==> src/rtl/uart_pkg.sv <==
// Shared definitions for the 16x oversampling UART receiver.
// Contents: receiver state encoding, oversampling constants, and a
// 3-input majority helper used by the bit voter.
package uart_pkg;

  typedef enum logic [2:0] {
    IDLE,
    START,
    DATA,
    PARITY,
    STOP,
    BREAK
  } rx_state_t;

  localparam int         OS_RATE    = 16;
  localparam logic [3:0] SAMPLE_LO  = 4'd7;
  localparam logic [3:0] SAMPLE_MID = 4'd8;
  localparam logic [3:0] SAMPLE_HI  = 4'd9;
  localparam logic [3:0] BIT_END    = 4'(OS_RATE - 1);

  function automatic logic maj3(input logic a, input logic b, input logic c);
    return (a & b) | (a & c) | (b & c);
  endfunction

endpackage

==> src/rtl/uart_rx_os16_if.sv <==
// Receive-side bus of the UART receiver.
//   rx_data     : received word
//   rx_valid    : rx_data holds an unconsumed word
//   rx_ready    : consumer accepts the word when rx_valid && rx_ready
//   busy        : receiver is working on a frame
//   frame_err   : one-cycle pulse, stop bit sampled low
//   parity_err  : one-cycle pulse, parity mismatch
//   overrun_err : one-cycle pulse, a word was lost to a full holding register
// master = the receiver, slave = the consumer.
interface uart_rx_os16_if #(
  parameter int DATA_BITS = 8
) ();

  logic [DATA_BITS-1:0] rx_data;
  logic                 rx_valid;
  logic                 rx_ready;
  logic                 busy;
  logic                 frame_err;
  logic                 parity_err;
  logic                 overrun_err;

  modport master (
    output rx_data, rx_valid, busy, frame_err, parity_err, overrun_err,
    input  rx_ready
  );

  modport slave (
    input  rx_data, rx_valid, busy, frame_err, parity_err, overrun_err,
    output rx_ready
  );

endinterface

==> src/rtl/uart_tick16.sv <==
// Oversample tick generator: one tick every div_l clk cycles.
//   clk, areset : clock, synchronous active-high reset
//   divisor     : clk cycles per oversample tick (live value)
//   clear       : restart the count so ticks align to this cycle
//   latch       : capture divisor into div_l
//   tick        : one-cycle strobe when the count reaches div_l-1
module uart_tick16 (
  input  logic        clk,
  input  logic        areset,
  input  logic [31:0] divisor,
  input  logic        clear,
  input  logic        latch,
  output logic        tick
);

  logic [31:0] cnt;
  logic [31:0] div_l;
  logic        wrap;

  // Divisors of 0 or 1 both degenerate to a tick on every clk.
  always_comb begin
    wrap = (div_l <= 32'd1) || (cnt >= div_l - 32'd1);
  end

  assign tick = wrap;

  always_ff @(posedge clk) begin
    if (areset) begin
      cnt   <= '0;
      div_l <= '0;
    end else begin
      if (latch) begin
        div_l <= divisor;
      end
      if (clear || wrap) begin
        cnt <= '0;
      end else begin
        cnt <= cnt + 32'd1;
      end
    end
  end

endmodule

==> src/rtl/uart_rx_os16.sv <==
// UART receiver, 16x oversampling with 3-sample majority voting.
// A falling edge on the synchronized line starts a frame; the start bit
// is re-checked at mid-bit so short glitches are rejected. Data arrives
// LSB first, an optional parity bit follows, and the stop bit is judged
// half a bit early so a back-to-back start edge is never missed.
//   clk, areset : clock, synchronous active-high reset
//   divisor     : clk cycles per oversample tick, latched per frame
//   rx          : asynchronous serial input, idle high
//   bus         : word handshake, busy flag and error pulses
module uart_rx_os16
  import uart_pkg::*;
#(
  parameter int DATA_BITS  = 8,
  parameter int PARITY_EN  = 0,
  parameter int PARITY_ODD = 0
) (
  input  logic                  clk,
  input  logic                  areset,
  input  logic [31:0]           divisor,
  input  logic                  rx,
  uart_rx_os16_if.master        bus
);

  localparam logic [2:0] LAST_BIT = 3'(DATA_BITS - 1);

  rx_state_t            state, state_n;
  logic                 rx_meta, rx_s;
  logic                 tick;
  logic [3:0]           os_cnt;
  logic [2:0]           bit_cnt;
  logic                 smp_lo, smp_mid;
  logic                 maj_bit;
  logic [DATA_BITS-1:0] shreg;
  logic                 par_bad;
  logic [DATA_BITS-1:0] rx_data_q;
  logic                 rx_valid_q;
  logic                 frame_err_q, parity_err_q, overrun_err_q;

  logic                 vote, at_hi, at_end, exp_par;
  logic                 start_det, commit, frame_set, parity_set;
  logic                 shift_en, par_chk;

  uart_tick16 u_tick (
    .clk     (clk),
    .areset  (areset),
    .divisor (divisor),
    .clear   (start_det),
    .latch   (start_det),
    .tick    (tick)
  );

  // Third sample is the live line value at os_cnt 9.
  always_comb begin
    vote    = maj3(smp_lo, smp_mid, rx_s);
    at_hi   = tick && (os_cnt == SAMPLE_HI);
    at_end  = tick && (os_cnt == BIT_END);
    exp_par = (^shreg) ^ (PARITY_ODD != 0);
  end

  always_comb begin
    state_n    = state;
    start_det  = 1'b0;
    commit     = 1'b0;
    frame_set  = 1'b0;
    parity_set = 1'b0;
    shift_en   = 1'b0;
    par_chk    = 1'b0;
    case (state)
      IDLE: begin
        if (!rx_s) begin
          start_det = 1'b1;
          state_n   = START;
        end
      end
      START: begin
        if (at_hi && vote) begin
          state_n = IDLE;
        end else if (at_end) begin
          state_n = DATA;
        end
      end
      DATA: begin
        if (at_end) begin
          shift_en = 1'b1;
          if (bit_cnt == LAST_BIT) begin
            state_n = (PARITY_EN != 0) ? PARITY : STOP;
          end
        end
      end
      PARITY: begin
        if (at_end) begin
          par_chk = 1'b1;
          state_n = STOP;
        end
      end
      STOP: begin
        if (at_hi) begin
          if (!vote) begin
            frame_set = 1'b1;
            state_n   = BREAK;
          end else if (par_bad) begin
            parity_set = 1'b1;
            state_n    = IDLE;
          end else begin
            commit  = 1'b1;
            state_n = IDLE;
          end
        end
      end
      BREAK: begin
        if (rx_s) begin
          state_n = IDLE;
        end
      end
      default: state_n = IDLE;
    endcase
  end

  // ---- stage: sample capture and shift register (data path) ----
  always_ff @(posedge clk) begin
    if (tick && (os_cnt == SAMPLE_LO)) begin
      smp_lo <= rx_s;
    end
    if (tick && (os_cnt == SAMPLE_MID)) begin
      smp_mid <= rx_s;
    end
    if (at_hi) begin
      maj_bit <= vote;
    end
    if (shift_en) begin
      shreg <= {maj_bit, shreg[DATA_BITS-1:1]};
    end
  end

  // ---- stage: synchronizer, FSM state, counters, holding register ----
  always_ff @(posedge clk) begin
    if (areset) begin
      rx_meta       <= 1'b1;
      rx_s          <= 1'b1;
      state         <= IDLE;
      os_cnt        <= '0;
      bit_cnt       <= '0;
      par_bad       <= 1'b0;
      rx_data_q     <= '0;
      rx_valid_q    <= 1'b0;
      frame_err_q   <= 1'b0;
      parity_err_q  <= 1'b0;
      overrun_err_q <= 1'b0;
    end else begin
      rx_meta <= rx;
      rx_s    <= rx_meta;
      state   <= state_n;

      if (start_det) begin
        os_cnt <= '0;
      end else if (tick && (state != IDLE)) begin
        os_cnt <= os_cnt + 4'd1;
      end

      if (start_det) begin
        bit_cnt <= '0;
      end else if (shift_en) begin
        bit_cnt <= bit_cnt + 3'd1;
      end

      if (start_det) begin
        par_bad <= 1'b0;
      end else if (par_chk) begin
        par_bad <= (maj_bit != exp_par);
      end

      frame_err_q   <= frame_set;
      parity_err_q  <= parity_set;
      overrun_err_q <= 1'b0;

      // A consume in the commit cycle frees the register for the new word.
      if (commit) begin
        if (!rx_valid_q || bus.rx_ready) begin
          rx_data_q  <= shreg;
          rx_valid_q <= 1'b1;
        end else begin
          overrun_err_q <= 1'b1;
        end
      end else if (rx_valid_q && bus.rx_ready) begin
        rx_valid_q <= 1'b0;
      end
    end
  end

  assign bus.rx_data     = rx_data_q;
  assign bus.rx_valid    = rx_valid_q;
  assign bus.busy        = (state != IDLE);
  assign bus.frame_err   = frame_err_q;
  assign bus.parity_err  = parity_err_q;
  assign bus.overrun_err = overrun_err_q;

endmodule
==> src/flat_wrapper.sv <==
// flat-port wrapper written by rule: the top's interface ports become plain ports
module uart_rx_os16_flat import uart_pkg::*;
#(
  parameter int DATA_BITS  = 8,
  parameter int PARITY_EN  = 0,
  parameter int PARITY_ODD = 0
)
  (clk, areset, divisor, rx, bus_rx_data, bus_rx_valid, bus_busy, bus_frame_err, bus_parity_err, bus_overrun_err, bus_rx_ready);
  uart_rx_os16_if #(.DATA_BITS(DATA_BITS)) bus_i ();
  input  logic clk;
  input  logic areset;
  input  logic [31:0] divisor;
  input  logic rx;
  output wire logic [$bits(bus_i.rx_data)-1:0] bus_rx_data;
  output wire logic [$bits(bus_i.rx_valid)-1:0] bus_rx_valid;
  output wire logic [$bits(bus_i.busy)-1:0] bus_busy;
  output wire logic [$bits(bus_i.frame_err)-1:0] bus_frame_err;
  output wire logic [$bits(bus_i.parity_err)-1:0] bus_parity_err;
  output wire logic [$bits(bus_i.overrun_err)-1:0] bus_overrun_err;
  input wire logic [$bits(bus_i.rx_ready)-1:0] bus_rx_ready;
  assign bus_rx_data = bus_i.rx_data;
  assign bus_rx_valid = bus_i.rx_valid;
  assign bus_busy = bus_i.busy;
  assign bus_frame_err = bus_i.frame_err;
  assign bus_parity_err = bus_i.parity_err;
  assign bus_overrun_err = bus_i.overrun_err;
  assign bus_i.rx_ready = bus_rx_ready;
  uart_rx_os16 #(.DATA_BITS(DATA_BITS), .PARITY_EN(PARITY_EN), .PARITY_ODD(PARITY_ODD)) u_core (.clk(clk), .areset(areset), .divisor(divisor), .rx(rx), .bus(bus_i));
endmodule
==> config.mk <==
export PLATFORM = sky130hd
export DESIGN_NAME = uart_rx_os16_flat
export DESIGN_NICKNAME = d
export VERILOG_FILES = /design/src/rtl/uart_pkg.sv /design/src/rtl/uart_rx_os16_if.sv /design/src/rtl/uart_tick16.sv /design/src/rtl/uart_rx_os16.sv /design/src/flat_wrapper.sv
export SDC_FILE = /design/constraint.sdc
export NUM_CORES = 1
export LEC_CHECK = 0
export ABC_CLOCK_PERIOD_IN_PS = 4600
export BUFFER_PORTS_ARGS = -buffer_cell sky130_fd_sc_hd__buf_2
export CORE_ASPECT_RATIO = 1.1
export CORE_MARGIN = 2
export CORE_UTILIZATION = 50
export DETAILED_ROUTE_END_ITERATION = 16
export PLACE_DENSITY_LB_ADDON = 0.15
export SETUP_SLACK_MARGIN = 0.15
export SYNTH_ARGS = -nofsm -noshare
export SYNTH_HDL_FRONTEND = slang
export SYNTH_SLANG_ARGS = --single-unit
==> constraint.sdc <==
create_clock -name clk -period 4.6 [get_ports clk]
set_input_delay 0.46 -clock clk [delete_from_list [all_inputs] [get_ports clk]]
set_output_delay 0.46 -clock clk [all_outputs]
set_load 0.02 [all_outputs]
==> results of run 1 <==
==> worst max-delay path, delay by kind of cell (launching register included) <==
kind                     cells  cell delay (ns)
XOR/XNOR                     1             0.12
adder cells (fa/ha/maj)      1             0.30
AND/OR/NAND/NOR             10             2.58
flip-flops                   1             0.31
buffers and inverters        2             0.36
AO/OA/AOI/OAI                3             0.50
==> report_power, final <==
part	switching [mW]	internal (mW)	leakage, nW
clock	0.339	0.478	0.155
combinational	0.183	0.148	1.49
sequential	0.0201	0.894	0.818
==> cell usage in the layout, fill, tap and decap left out, drive strengths merged, types with 2 or more instances in the layout <==
cell     netlist  final
a211oi         2      2
a21o           3      3
a21oi         48     48
and2           2      2
and3           7      7
and4           7      7
buf            4     67
bufinv         0      2
clkbuf        23     10
clkinv         0      2
dfxtp         89     89
edfxtp        11     11
ha            40     40
inv            9     11
mux2i         10     10
nand2         88     88
nand2b        25     25
nand3         20     20
nand3b         4      4
nand4         10     10
nand4bb        2      2
nor2          61     61
nor3          16     16
nor3b          3      3
nor4          13     13
o211ai         3      3
o21ai          6      6
o31ai          4      4
o41ai          3      3
or2            4      4
or3            6      6
or4            4      4
xnor2         39     39
xor2          32     32
==> area by class of cell <==
cell class	count	share of cell area
clock buffer	10	0.0372
clock inverter	6	0.0140
inverter	9	0.00549
multi-input combinational	473	0.508
sequential	100	0.343
tap	143	0.0291
timing repair buffer	67	0.0623
==> worst paths after layout <==
| kind | from | endpoint | slack (ns) |
|---|---|---|---|
| setup / recovery | u_core.u_tick.div_l[9]$_SDFFE_PP0P_ | u_core.par_bad$_SDFFE_PP0P_ | 0.34 |
| hold / removal | rx | u_core.rx_meta$_SDFF_PP1_ | 0.29 |
| setup reg to reg | u_core.u_tick.div_l[9]$_SDFFE_PP0P_ | u_core.par_bad$_SDFFE_PP0P_ | 0.34 |
| hold reg to reg | u_core.rx_meta$_SDFF_PP1_ | u_core.rx_s$_SDFF_PP1_ | 0.41 |
==> what timing repair did <==
item                                    CTS  global route
gates resized for setup                   2             4
endpoints found under the setup margin   16            24
endpoints found under the hold margin     0             0
pin swaps                                 0             1
==> metrics by stage <==
stage | utilization | total power [mW] | hold slack [ns] | std cells
2_1_floorplan | - | 1.17 | 0.389 | 609
3_3_place_gp | 0.558 | 1.25 | 0.403 | 792
3_5_place_dp | 0.558 | 1.26 | 0.398 | 792
4_1_cts | 0.590 | 2.07 | 0.287 | 808
5_1_grt | 0.592 | 2.16 | 0.313 | 808
6_report | 0.592 | 2.06 | 0.293 | 808
==> per-layer routing <==
layer,vias up,track usage,routed length [um]
li1,2218,-,-
met1,2091,0.280,5490
met2,67,0.366,5860
met3,15,0.0249,378
met4,0,0.0978,218
met5,-,0,0
==> state kept, by name, summed over array words and instances, names as in the netlist <==
name                    flops
u_core.u_tick.div_l        32
u_core.state                3
u_core.bus.rx_data          8
u_core.smp_mid              1
u_core.rx_s                 1
u_core.os_cnt               4
u_core.bit_cnt              3
u_core.shreg                8
u_core.maj_bit              1
u_core.u_tick.cnt          32
u_core.bus.rx_valid         1
u_core.bus.parity_err       1
u_core.rx_meta              1
u_core.par_bad              1
u_core.smp_lo               1
u_core.bus.overrun_err      1
u_core.bus.frame_err        1
==> kinds of logic after synthesis <==
| kind of cell | count (synthesis) | share of synthesized area |
|---|---|---|
| AOI/OAI and AO/OA | 76 | 0.0851 |
| xor gates and xnor gates | 71 | 0.116 |
| adders and majority gates | 41 | 0.0956 |
| buffers and inverters | 36 | 0.0277 |
| DFF | 100 | 0.396 |
| muxes | 10 | 0.0187 |
| and+or+nand+nor | 275 | 0.261 |
==> flow_summary.ini, run 1 <==
[status]
run_status = complete, no violations

[floorplan]
row_count = 39
die_width_um = 103
fp.dieH_um = 112
core_um2 = 10400
pin_count = 49
die-area_um2 = 11500
initial_utilization = 0.514

[placement]
port_buffers = 48
placed_area_um2 = 5800
place_ws_ns = -0.0945
place_congestion = 0.832
dp_hpwl_mm = 8.49

[final_layout]
syn_to_final_growth_pct = 15.2
n_antenna_cell = 0
seqCellArea_um2 = 2110
fin_nets = 736
multiInputGateArea_um2 = 3130
nFillCells = 926
drive_above_1_share = 0.149
design_area_um2 = 6150

[setup_path]
arrival_ns = 4.54
worstSetupStartpointType = flop
rr_worst_depth = 17
endpoint_kind = flop
slowest_delay_ns = 0.53
crit_chain = or4_4 -> nand2b_4 -> nor3_4 -> and3_1 -> nand2b_1 -> nor4_2 -> xnor2_1 -> ha_1 -> nand4_1 -> nor3_2 -> nand4_1 -> a211oi_2 -> o31ai_2 -> buf_4 -> buf_4 -> or4_1 -> a21oi_1
crit_path_max_fanout = 17
crit_path_top_delay_cell = or4_4
required_ns = 4.87
critPathKind = reg2reg

[logic_synthesis]
synthArstFlopShare = 0
synth_common_cells = 89 x dfxtp_1, 88 x nand2_1, 61 x nor2_1, 48 x a21oi_1, 40 x ha_1
ys_ff_latch = 100
ys_seq_area_frac = 0.396
synth.avg_cell_area_um2 = 8.77
yosysWarnings = 0
netlist.area_leader.share = 0.334
synth.area.top_cells = dfxtp_1 33%, ha_1 9.4%, xnor2_1 6.4%, edfxtp_1 6.2%, nand2_1 6.2%
synth_top_area_cell = dfxtp_1
syn_inst = 609
syn-num-nets = 685
synth.distinct_cells = 53
synth-edff-count = 11
yosysMostFrequentCell = dfxtp_1
synth-main-ff-cell = dfxtp_1
syn-cell-area_um2 = 5340

[cts]
numCtsBuffers = 9
htree_num_levels = 3
clk_latency_ns = 0.35
cts_tree = yes
clk_path_buf_depth = 2
clock-root-buffer = clkbuf_16
clkTransAtPathRegs_ns = 0.07
cts_hold_buf = 0
postCtsSetupBuffers = 0
clock_sinks = 100

[hold_path]
min_path_cells = 2
hold_path_class = in2reg

[sta]
finalHoldViolations = 0
worst_slew_margin_rel = 0.346
min_period_over_period = 0.926
finalSetupViolations = 0
fmax_ghz = 0.235
fin_skew_ns = 0.00616
setup_ws_ns = 0.339
drv_slew = 0
fin_tns_setup_ns = 0
period_needed_ns = 4.26
rsz0062_at_grt = false
worst_pin_slew_ns = 0.981

[route]
vias_per_cell = 5.43
drc = 0
antenna_left = 0
vias = 4391
dr.pass1.iters = 5
routed_wl_mm = 11.9
drtIter0Drc = 163
wl_per_cell_um = 14.8

[pwr]
p_leak_nw = 2.46
ir_worst_vdd_mv = 0.154
pwr_density_cell_nw_per_um2 = 335

[global_route]
grt_usage = 0.218
grt_remaining_overflow = 0
grt_start_max_net_pins = 58
first_global_vias = 4237
antenna_found_initial = 0
grt_pass1_wl_mm = 19.7

[job]
drv_cap = 0
Power figures use the tool's default switching activity.
==> inputs of run 2 (changes only) <==
--- a/config.mk
+++ b/config.mk
@@ -9,7 +9,7 @@
 export BUFFER_PORTS_ARGS = -buffer_cell sky130_fd_sc_hd__buf_2
 export CORE_ASPECT_RATIO = 1.1
 export CORE_MARGIN = 2
-export CORE_UTILIZATION = 50
+export CORE_UTILIZATION = 30
 export DETAILED_ROUTE_END_ITERATION = 16
 export PLACE_DENSITY_LB_ADDON = 0.15
 export SETUP_SLACK_MARGIN = 0.15
==> flow_summary.ini, run 2 (synthesis results as in run 1) <==
[final_layout]
final_core_util = 0.355
n_antenna_cell = 0
reg_top3 = u_core.u_tick.cnt (32), u_core.u_tick.div_l (32)
fin_nets = 730
syn_to_final_growth_pct = 16.7
drive_above_1_share = 0.153
final_cell_mix = 88 x nand2_1, 88 x dfxtp_1, 60 x nor2_1
nFillCells = 1826

[sta]
period_needed_ns = 4.26
drv_slew = 0
finalSetupViolations = 0
whs_ns = 0.300
worst_pin_slew_ns = 0.997
rsz0062_at_grt = true
min_period_over_period = 0.926
fmax_ghz = 0.235
finalHoldViolations = 0
fin_skew_ns = 0.0116
fin_tns_setup_ns = 0
worst_slew_margin_rel = 0.335

[cts]
clock_sinks = 100
numCtsBuffers = 9
clk_path_buf_depth = 2
clk_latency_ns = 0.35
clock-root-buffer = clkbuf_16
htree_num_levels = 3
clkTransAtPathRegs_ns = 0.07
cts_hold_buf = 0
cts_tree = yes

[floorplan]
core_um2 = 17500
die_width_um = 131
die-area_um2 = 18900
pin_count = 49
fp.dieH_um = 144
initial_utilization = 0.304
row_count = 51

[route]
antenna_left = 0
vias = 4288
vias_per_cell = 4.78
wl_per_cell_um = 14.1
drc = 0
drtIter0Drc = 260
routed_wl_mm = 12.7
dr.pass1.iters = 4

[setup_path]
critPathKind = reg2reg
r2r_setup_slack_ns = 0.34
crit_path_max_fanout = 7
worstSetupStartpointType = flop
arrival_ns = 4.54
endpoint_kind = flop
required_ns = 4.88

[global_route]
grt_usage = 0.141
grt_remaining_overflow = 0
grt_start_max_net_pins = 58
antenna_found_initial = 0
grt_pass1_wl_mm = 21.3
first_global_vias = 4282

[pwr]
p_leak_nw = 2.40
fin_total_pwr_mw = 1.96
ir_worst_vdd_mv = 0.162
pwr_density_cell_nw_per_um2 = 314

[placement]
place_congestion = 0.789
port_buffers = 48
dp_hpwl_mm = 9.24

[hold_path]
hold_path_class = in2reg

[job]
drv_cap = 0

[status]
run_status = complete, no violations
-- run 2: where the power goes --
group / internal [mW] / switching [mW]
Clock: 0.369 / 0.335
Sequential: 0.894 / 0.0226
Combinational: 0.150 / 0.188
Total: 1.41 / 0.546
-- run 2: layout make-up --
class	count	area, um2	area share
Sequential cell	100	2110	0.339
Clock inverter	5	37.5	0.00602
Tap cell	238	298	0.0478
Multi-Input combinational cell	473	3180	0.510
Inverter	9	33.8	0.00542
Clock buffer	11	233	0.0373
Timing Repair Buffer	61	342	0.0548
-- run 2: per-layer routing --
layer  up-vias  share of wire  GRT usage
met3        18          0.027     0.0208
met4         0          0.023     0.0618
met5         -              0          0
met1      2004           0.46      0.171
met2        70           0.49      0.250
li1       2196              -          -
-- run 2: what timing repair did --
action                     CTS  global route
resized for setup            2            16
setup buffers                1             2
setup endpoints to repair   24            60
pin swaps                    1             5
-- run 2: worst paths after layout --
check	startpoint	end	cells past startpoint
min	rx	u_core.rx_meta$_SDFF_PP1_	2
min reg2reg	u_core.rx_meta$_SDFF_PP1_	u_core.rx_s$_SDFF_PP1_	1
max reg2reg	u_core.u_tick.div_l[9]$_SDFFE_PP0P_	u_core.par_bad$_SDFFE_PP0P_	16
max	u_core.u_tick.div_l[9]$_SDFFE_PP0P_	u_core.par_bad$_SDFFE_PP0P_	16
-- run 2: per-stage QoR --
step,std cells,area (um2),setup slack [ns]
CTS,895,6130,0.183
global route,897,6230,0.0495
finish,897,6230,0.342
floorplan,609,5350,0.171
global placement,878,5850,0.161
detailed placement,878,5850,-0.0692
-- run 2: critical path, cell delays in order (launching register included) --
cell and delay (ns):
dfxtp_2 0.35, or4_4 0.57, nand2b_4 0.18, nor3_4 0.24, and3_4 0.25, nand2b_2 0.13, nor3b_2 0.20, xnor2_1 0.09
ha_1 0.30, nand4_1 0.15, nor3_2 0.28, nand4_1 0.15, a211oi_2 0.33, o31ai_4 0.14, buf_4 0.18, or4_1 0.50
a21oi_1 0.14
